## config.mk

```make
export PLATFORM = sky130hd
export DESIGN_NAME = fetch_decode_buffer
export DESIGN_NICKNAME = d
export VERILOG_FILES = /design/src/rtl/fetch_decode_buffer_pkg.sv /design/src/rtl/fetch_decode_buffer_sync_fifo_core.sv /design/src/rtl/fetch_decode_buffer.sv
export SDC_FILE = /design/constraint.sdc
export NUM_CORES = 1
export LEC_CHECK = 0
export ABC_AREA = 1
export CAP_MARGIN = 20
export CORE_MARGIN = 8
export CORE_UTILIZATION = 55
export DETAILED_ROUTE_END_ITERATION = 10
export PLACE_DENSITY = 0.82
export SYNTH_ARGS = -nofsm -noshare
export SYNTH_HDL_FRONTEND = slang
export SYNTH_SLANG_ARGS = --single-unit
```

## constraint.sdc

```tcl
create_clock -name Clk -period 14.4 [get_ports Clk]
set_input_delay 2.88 -clock Clk [delete_from_list [all_inputs] [get_ports Clk]]
set_output_delay 2.88 -clock Clk [all_outputs]
set_load 0.05 [all_outputs]
```

## src/rtl/fetch_decode_buffer_pkg.sv

```systemverilog
// fetch_decode_buffer_pkg: constants shared by fetch, decode and hazard logic.
package fetch_decode_buffer_pkg;
   localparam logic [31:0] NOP_INSTR = 32'h0;
   localparam int PC_INCR = 4;
   function automatic int clog2(input int n);
      int r;
      r = 0;
      for (int i = 0; i < 31; i++)
         if ((1 << i) < n) r = i + 1;
      return r;
   endfunction
endpackage

```

## src/rtl/fetch_decode_buffer_sync_fifo_core.sv

```systemverilog
// sync_fifo_core: generic in-order queue with synchronous clear and occupancy count.
module sync_fifo_core
   import fetch_decode_buffer_pkg::*;
#(
   parameter int WIDTH = 8,
   parameter int DEPTH = 2
) (
   input  logic                    clk,
   input  logic                    rst_n,
   input  logic                    push,
   input  logic                    pop,
   input  logic                    clear,
   input  logic [WIDTH-1:0]        wdata,
   output logic [WIDTH-1:0]        rdata,
   output logic [clog2(DEPTH):0]   count,
   output logic                    full,
   output logic                    empty
);
   localparam int PW = clog2(DEPTH);
   localparam int CW = PW + 1;
   logic [WIDTH-1:0] mem [DEPTH];
   logic [PW-1:0] wr_ptr, rd_ptr;
   logic wr_en, rd_en;
   assign wr_en = push & ~full;
   assign rd_en = pop & ~empty;
   assign full  = count == CW'(DEPTH);
   assign empty = count == '0;
   assign rdata = mem[rd_ptr];
   // storage needs no reset: nothing is visible until a pointer advances past it
   always_ff @(posedge clk)
      if (wr_en) mem[wr_ptr] <= wdata;
   always_ff @(posedge clk) begin
      if (!rst_n || clear) begin
         wr_ptr <= '0;
         rd_ptr <= '0;
         count  <= '0;
      end else begin
         if (wr_en) wr_ptr <= wr_ptr + 1'b1;
         if (rd_en) rd_ptr <= rd_ptr + 1'b1;
         count <= count + CW'(wr_en) - CW'(rd_en);
      end
   end
endmodule

```

## src/rtl/fetch_decode_buffer.sv

```systemverilog
// fetch_decode_buffer: IF->ID queue of {PC, PC+4, instr} with stall absorption and flush.
module fetch_decode_buffer
   import fetch_decode_buffer_pkg::*;
#(
   parameter int DEPTH  = 2,
   parameter int ADDR_W = 32,
   parameter int INST_W = 32
) (
   input  logic                    Clk,
   input  logic                    Reset,
   input  logic                    InValid,
   input  logic [ADDR_W-1:0]       InPC,
   input  logic [INST_W-1:0]       InInstr,
   output logic                    InReady,
   input  logic                    Flush,
   input  logic                    OutReady,
   output logic                    OutValid,
   output logic [ADDR_W-1:0]       OutPC,
   output logic [ADDR_W-1:0]       OutPCPlus4,
   output logic [INST_W-1:0]       OutInstr,
   output logic [clog2(DEPTH):0]   Count
);
   localparam int DW = 2 * ADDR_W + INST_W;
   logic [DW-1:0] head;
   logic full, empty, push, pop;
   assign InReady  = ~full;
   assign OutValid = ~empty;
   assign push     = InValid & InReady;
   assign pop      = OutValid & OutReady;
   sync_fifo_core #(.WIDTH(DW), .DEPTH(DEPTH)) u_fifo (
      .clk   (Clk),
      .rst_n (Reset),
      .push  (push),
      .pop   (pop),
      .clear (Flush),
      .wdata ({InPC, InPC + ADDR_W'(PC_INCR), InInstr}),
      .rdata (head),
      .count (Count),
      .full  (full),
      .empty (empty)
   );
   // empty head is masked so decode sees a NOP at PC 0 rather than stale storage
   assign OutPC      = OutValid ? head[DW-1 -: ADDR_W] : '0;
   assign OutPCPlus4 = OutValid ? head[INST_W +: ADDR_W] : '0;
   assign OutInstr   = OutValid ? head[INST_W-1:0] : INST_W'(NOP_INSTR);
endmodule

```

== Word level (Yosys, flattened, before mapping) ==
Memories as Yosys holds them, arrays and structs flattened. A register that Yosys moved wholly into a read port is not among the register bits.
Cells that the tools add are included.

* Register bits after elaboration: 4
* Bits in latches: 0
* Memory bits (writable): 192
* ROM bits: 0
* Output and inout port bits: 100
* Word-level logic and storage cells: 26
* Memories kept: 1

{| class="wikitable"
|+ Memory list
! memory !! words !! bits a word !! rd ports !! clocked after memory_dff !! wr ports !! RTL line !! RTL
|-
| u_fifo.mem || 2 || 96 || 1 || 1 || 1 || fetch_decode_buffer_sync_fifo_core.sv:21 || <nowiki>logic [WIDTH-1:0] mem [DEPTH];</nowiki>
|}

* $add $sub $neg: 5
* $mul: 0
* Div/mod/pow operators: 0
* Order comparisons: 0
* Equality and inequality tests: 1
* Shift-type cells: 0
* Mux-type cells: 7
* Bitwise logic cells: 6
* Reductions and logical operators: 3

{| class="wikitable"
|+ Operators by type and width
! kind !! count
|-
| 32-bit two-way mux || 3
|-
| 32-bit by 3-bit adder with 32-bit output, second input constant || 1
|-
| 1-bit AND || 4
|-
| 1-bit two-way mux || 4
|-
| 1-bit adder, second input constant || 2
|-
| 2-bit by 1-bit adder with 2-bit output || 1
|-
| 2-bit == test, second input constant || 1
|-
| 2-bit zero test || 1
|-
| 1-bit inverter || 2
|-
| 2-bit by 1-bit subtractor with 2-bit output || 1
|-
| 1-bit zero test || 1
|-
| 1-bit logical OR || 1
|}

== Logic depth before layout (Yosys ltp) ==
* Word-level depth: 6
* Mapped depth: 8

== Hierarchy ==
A second synthesis with hierarchy kept.

* Cell total of the unflattened synthesis: 718
* Area total of the unflattened synthesis: 8999.9 sq um

{| class="wikitable"
|+ Modules (own cells, without submodules)
! module !! times used !! cells each !! area an instance (sq um) !! sequential area each (sq um)
|-
| sync_fifo_core || 1 || 338 || 7380.8 || 5865.6
|-
| fetch_decode_buffer || 1 || 380 || 1619.1 || 0.0
|}

== Worst setup path before layout ==
Ideal clock, no wire load.

* Path kind: input to register
* Start point: input port InValid
* End point: memory u_fifo.mem[1][0] (netlist bit) (enable)
* Setup time: 0.549 ns
* Arrival time: 7.181 ns
* Required time: 13.851 ns
* Path slack: 6.671 ns
* Stages: 3
* Buffers on the path: 0
* Path through: a21boi_0 -> inv_1 -> nor2_1

* Word-level cells in the longest chain between the ends: 4

{| class="wikitable"
|+ Ends and longest elaborated chain
! what !! RTL line !! RTL
|-
| from (decl) || fetch_decode_buffer.sv:11 || <nowiki>input logic InValid,</nowiki>
|-
| 1-bit AND || fetch_decode_buffer.sv:28 || <nowiki>assign push = InValid & InReady;</nowiki>
|-
| 1-bit AND || fetch_decode_buffer_sync_fifo_core.sv:24 || <nowiki>assign wr_en = push & ~full;</nowiki>
|-
| 1-bit two-way mux || fetch_decode_buffer_sync_fifo_core.sv:31 || <nowiki>if (wr_en) mem[wr_ptr] <= wdata;</nowiki>
|-
| 1-bit two-way mux (not written as such) || fetch_decode_buffer_sync_fifo_core.sv:31 ||
|-
| to (decl) || fetch_decode_buffer_sync_fifo_core.sv:21 ||
|}

Every way passes these cells.

==> flow_summary.toml <==
[die]
initial_utilization_pct = 56.24
floorplan.die_area_um2 = 18950
placement_rows = 44
ioPinCount = 169
placeableCoreArea_um2 = 14480
die_width_um = 137.7
floorplan_die_height_um = 137.7

[cts]
cts_buffers = 17
clock_latency_ps = 430
number_of_buffers_on_the_longest_clock_path = 2
clk_pin_slew_ps = 70
cts.root.buffer_cell = "sky130_fd_sc_hd__clkbuf_16"
post_cts_resize_count = 0
cts-hold-fix-buffers = 0
post-cts-setup-buffer-count = 0
clock_sinks = 193
htree_num_levels = 4
cts_tree = "done"

[setup_path]
worstReg2RegStart = "u_fifo.count[0]"
crit_required_ps = 11520
timing.setup.critical_path_class = "reg2out"
crit_path_max_fanout = 95
worstPathArrival_ps = 3250
worstSetupEndpointType = "output pin"
timing.critical_path.from_type = "flip-flop"
setup.reg_to_reg.worst_slack_ps = 11850

[layout]
mostFrequentLayoutCells = "sky130_fd_sc_hd__nand2_1 (268), sky130_fd_sc_hd__edfxtp_1 (188), sky130_fd_sc_hd__clkdlybuf4s50_1 (168)"
n_antenna_cell = 0
area.growth.synth_to_final_pct = 29.21
fillerInstances = 955
post_route_cells_drive_above_1_share_pct = 6.682
layout.nets = 942
mostFrequentLayoutCell = "sky130_fd_sc_hd__nand2_1"
share_of_the_core_filled_with_cells_pct = 72.67

[timing]
setup_viol = 0
final_period_minus_worst_setup_slack_ps = 6128
slew_violations = 0
finalHoldViolations = 0
layout_worst_path_cycle_share_pct = 42.56
clock.fmax_mhz = 163.2
rsz0062_at_grt = "false"
skew_ps = 6.393
tightest_slew_ps = 1013
fin_setup_tns_ps = 0
max-slew-margin-rel_pct = 32.46

[global_routing]
grt_first_pass_wirelength_um = 29100
global_route.overflow_total = 0
globalRouteTotalUtil_pct = 20.10
antenna_found_initial = 0
grt_start_max_net_pins = 96
first_global_vias = 5775

[detailed_routing]
routed_wirelength_um = 18690
drt_iter0_drc = 499
post-route-drc-count = 0
drt_pre_antenna_iters = 5
routed_wire_length_per_instance_um = 17.51
detailroute.via_count = 5728
ant_nets = 0
post_drt_via_cell_ratio = 5.368

[logic_synthesis]
synth_warnings = 0
synth_enable_flop_cells = 188
synth_async_sr_flop_share_pct = 0
netlist_area_um2 = 8143
synth_flop_cell = "sky130_fd_sc_hd__edfxtp_1"
synthesis.instances = 710
synth_seq_area_share_pct = 70.56
syn_nets = 782
synthDistinctLibCells = 26
avgSynthCellArea_um2 = 11.47
ys_seq_elements = 193

[status]
outcome = "finished clean"

[placed_design]
placement.io_buffers = 168
dp_hpwl_um = 12650
gp_routability_congestion = 0.9259

[power]
power.leakage_nw = 3.823
power.total_mw = 1.314
peakVddDrop_v = 0.00006942
pwr_cell_area_nw_per_um2 = 124.9

[flow_run]
drv.max_cap_violation_count = 0

[min_path]
hp-start = "u_fifo.rd_ptr"
hold_class = "reg2reg"
## worst max-delay path, cell delays in order (launching register included)
cell and delay (ps):
sky130_fd_sc_hd__dfxtp_4 620, sky130_fd_sc_hd__inv_2 120, sky130_fd_sc_hd__buf_4 750, sky130_fd_sc_hd__nand2_1 100
sky130_fd_sc_hd__a21oi_1 290, sky130_fd_sc_hd__clkdlybuf4s50_1 870
## Yosys cell counts, types with 3 or more instances
library cell | n | area [um2]
sky130_fd_sc_hd__nand2_1 | 268 | 1006
sky130_fd_sc_hd__edfxtp_1 | 188 | 5645
sky130_fd_sc_hd__a21oi_1 | 97 | 485.5
sky130_fd_sc_hd__nor2_1 | 34 | 127.6
sky130_fd_sc_hd__inv_1 | 25 | 93.84
sky130_fd_sc_hd__buf_2 | 16 | 80.08
sky130_fd_sc_hd__xor2_1 | 9 | 78.83
sky130_fd_sc_hd__buf_4 | 8 | 60.06
sky130_fd_sc_hd__clkbuf_1 | 8 | 30.03
sky130_fd_sc_hd__nand3_1 | 7 | 35.03
sky130_fd_sc_hd__nand3b_1 | 7 | 52.55
sky130_fd_sc_hd__nor2_4 | 6 | 67.56
sky130_fd_sc_hd__xnor2_1 | 6 | 52.55
sky130_fd_sc_hd__dfxtp_1 | 5 | 100.1
sky130_fd_sc_hd__nor2_2 | 5 | 31.28
sky130_fd_sc_hd__o21ai_0 | 4 | 20.02
sky130_fd_sc_hd__ha_1 | 3 | 37.54
sky130_fd_sc_hd__nand2_4 | 3 | 33.78
## report_power, final
group	internal, mW	switching (mW)
registers	0.649	0.00997
clock network	0.223	0.204
logic	0.0727	0.155
## metal layers
metal  up-vias  GRT usage, %  wire (um)
met1      2701         25.00       7471
met3        44         5.799       1916
li1       2735             -          -
met2       248         32.45       8836
met4         0         8.087        460
met5         -             0          0
## per-stage QoR
| step | setup slack [ps] | std cells | hold slack [ps] | instance area, um2 |
|---|---|---|---|---|
| after floorplan | 6671 | 710 | 425.5 | 8143 |
| after global placement | 8572 | 1033 | 427.8 | 9933 |
| after detailed placement | 8496 | 1034 | 465.4 | 9961 |
| after CTS | 8216 | 1066 | 481.2 | 10500 |
| after global routing | 8057 | 1067 | 484.3 | 10520 |
| final | 8272 | 1067 | 493.7 | 10520 |
## kinds of logic after synthesis
kind of cell               share of synthesized area, %
AOI/OAI and AO/OA                                 6.300
and+or+nand+nor                                   17.52
buffers and inverters                             3.350
adders and majority gates                        0.4610
DFF                                               70.56
xor gates and xnor gates                          1.813
## registers in the layout (all words and copies together), names as in the netlist, named ones only
name and count:
u_fifo.wr_ptr 1, u_fifo.rd_ptr 1, u_fifo.mem 188, u_fifo.count 2
## cell type report
class	instances	area (um2)	share of cell area, %
Inverter	26	97.59	0.9276
Clock inverter	14	111.4	1.058
Multi-Input combinational cell	458	2145	20.38
Timing Repair Buffer	174	1759	16.72
Tap cell	184	230.2	2.188
Clock buffer	18	429.2	4.079
Sequential cell	193	5749	54.64
## path summary, 6_finish.rpt
kind                        to  cells past startpoint
max             OutPCPlus4[17]                      5
min              u_fifo.rd_ptr                      1
max reg2reg  u_fifo.mem[1][53]                      6
min reg2reg      u_fifo.rd_ptr                      1
No activity file was read; power rests on OpenSTA's default activity.
==> variant, RTL diff (same settings) <==
`INST_W`: 32 -> 24.
--- a/src/rtl/fetch_decode_buffer.sv
+++ b/src/rtl/fetch_decode_buffer.sv
@@ -4,7 +4,7 @@
 #(
    parameter int DEPTH  = 2,
    parameter int ADDR_W = 32,
-   parameter int INST_W = 32
+   parameter int INST_W = 24
 ) (
    input  logic                    Clk,
    input  logic                    Reset,
Interface: changed (resized InInstr and OutInstr); port bits go from 169 to 153. No check against the original RTL was run, so the function may have changed too.
==> variant against the unedited design <==
Die area shrank 6.8%; routed wire length fell by 4.6%; power down 7.3%; highest routed layer unchanged; clock skew decreased by 0.00084 ns; largest cell class unchanged; worst setup slack worse by 0.39 ns; synthesized area decreased by 7.7%; final area shrank 7.5%; clock power decreased by 4.7%; sequential cell count is 16 lower.
==> variant: results (changes against the unedited design) <==
| Metric | Value |
|---|---|
| Status | finished, final reports clean |
| Worst reg-to-reg setup slack | 11.98 ns (+0.13 ns) |
| Clock network area share | 5.258% (+0.12 points) |
| DP Worst Slack | 8.400 ns (-0.09557 ns) |
| HPWL after DPL | 11.54 mm (-8.8%) |
| Worst Reg2Reg Path Length in Cells | 8 (+2) |
| Post-synthesis cell type count | 24 (-7.7%) |
| Worst R2R End | u_fifo.count[1] |
| Largest regs | u_fifo.mem (172), u_fifo.count (2) |
| Signal buf overhead | 16.51% (-0.21 points) |
| Final period util | 45.29% (+2.7 points) |
| Fillcell total | 887 (-7.1%) |
| Drt total wl | 17.83 mm (-4.6%) |
| Slew @ Worst Pin | 0.9599 ns (-0.05326 ns) |
| Critical R2R Launch | u_fifo.count[1] |
| Largest net degree at the start of global routing | 89 (-7.3%) |
| CLK BUF | 22 (+4) |
| Crit path to | OutPCPlus4[29] |
| Met2 WL | 8.412 mm (-4.8%) |
| Clk_skew | 0.005554 ns (-0.0008383 ns) |
| #MultiIn Comb | 438 (-4.4%) |
| Initial DRC Count | 453 (-9.2%) |
| CP Max Fanout | 87 (-8.4%) |
| Layout cells sized above 1 | 6.017% (-0.66 points) |
| Syn nets | 736 (-5.9%) |
| EDFF count, synth | 172 (-8.5%) |
| Worst Hold Depth | 2 (+1) |
| Inverters | 27 (+3.8%) |
| VDD IR max | 0.07028 mV (+1.2%) |
| Multi-input gate share of total cell area | 20.80% (+0.42 points) |
variant: cell count changes in the layout (fill, tap and decap cells not counted), sizes merged, moves of 2 or more:
cell	change
nand2	-9
clkdlybuf4s50	-16
inv	-2
o21ai	-4
a21oi	-10
clkinv	+2
edfxtp	-16
clkinvlp	-5
clkbuf	+4
variant: power by group:
group | internal (W) | leakage [nW] | switching [W] | total (W)
Combinational | 0.0000658 | 1.64 | 0.000141 | 0.000207
Clock | 0.000233 | 0.248 | 0.000174 | 0.000407
Sequential | 0.000595 | 1.65 | 0.00000904 | 0.000604
Total | 0.000894 | 3.54 | 0.000324 | 0.00122
variant: metrics by stage:
| step | area [µm²] | util, % | hold WS (ns) | power [W] | instances |
|---|---|---|---|---|---|
| 2_1_floorplan | 7520 | - | 0.4813 | 0.0007407 | 672 |
| 5_1_grt | 9733 | 73.21 | 0.5916 | 0.001257 | 1007 |
| 3_3_place_gp | 9166 | 68.94 | 0.5211 | 0.0008152 | 974 |
| 3_5_place_dp | 9166 | 68.94 | 0.5327 | 0.0008202 | 974 |
| 4_1_cts | 9678 | 72.79 | 0.5679 | 0.001224 | 1005 |
| 6_report | 9733 | 73.21 | 0.5712 | 0.001218 | 1007 |
variant: cells by family (layout without fill, tap and decap cells):
kind of cell    Yosys count  count (layout)  share of synthesized area (%)
xor+xnor                 16              16                          1.864
buf+inv                  57             216                          3.328
flops                   177             177                          70.02
simple gates            332             332                          18.50
compound gates           87              87                          5.790
fa+ha+maj                 3               3                         0.4992
variant: layer usage:
metal | GRT usage [%] | vias to the layer above
met5 | 0 | -
met4 | 8.896 | 0
met3 | 5.791 | 30
met2 | 31.55 | 264
met1 | 25.74 | 2564
li1 | - | 2568
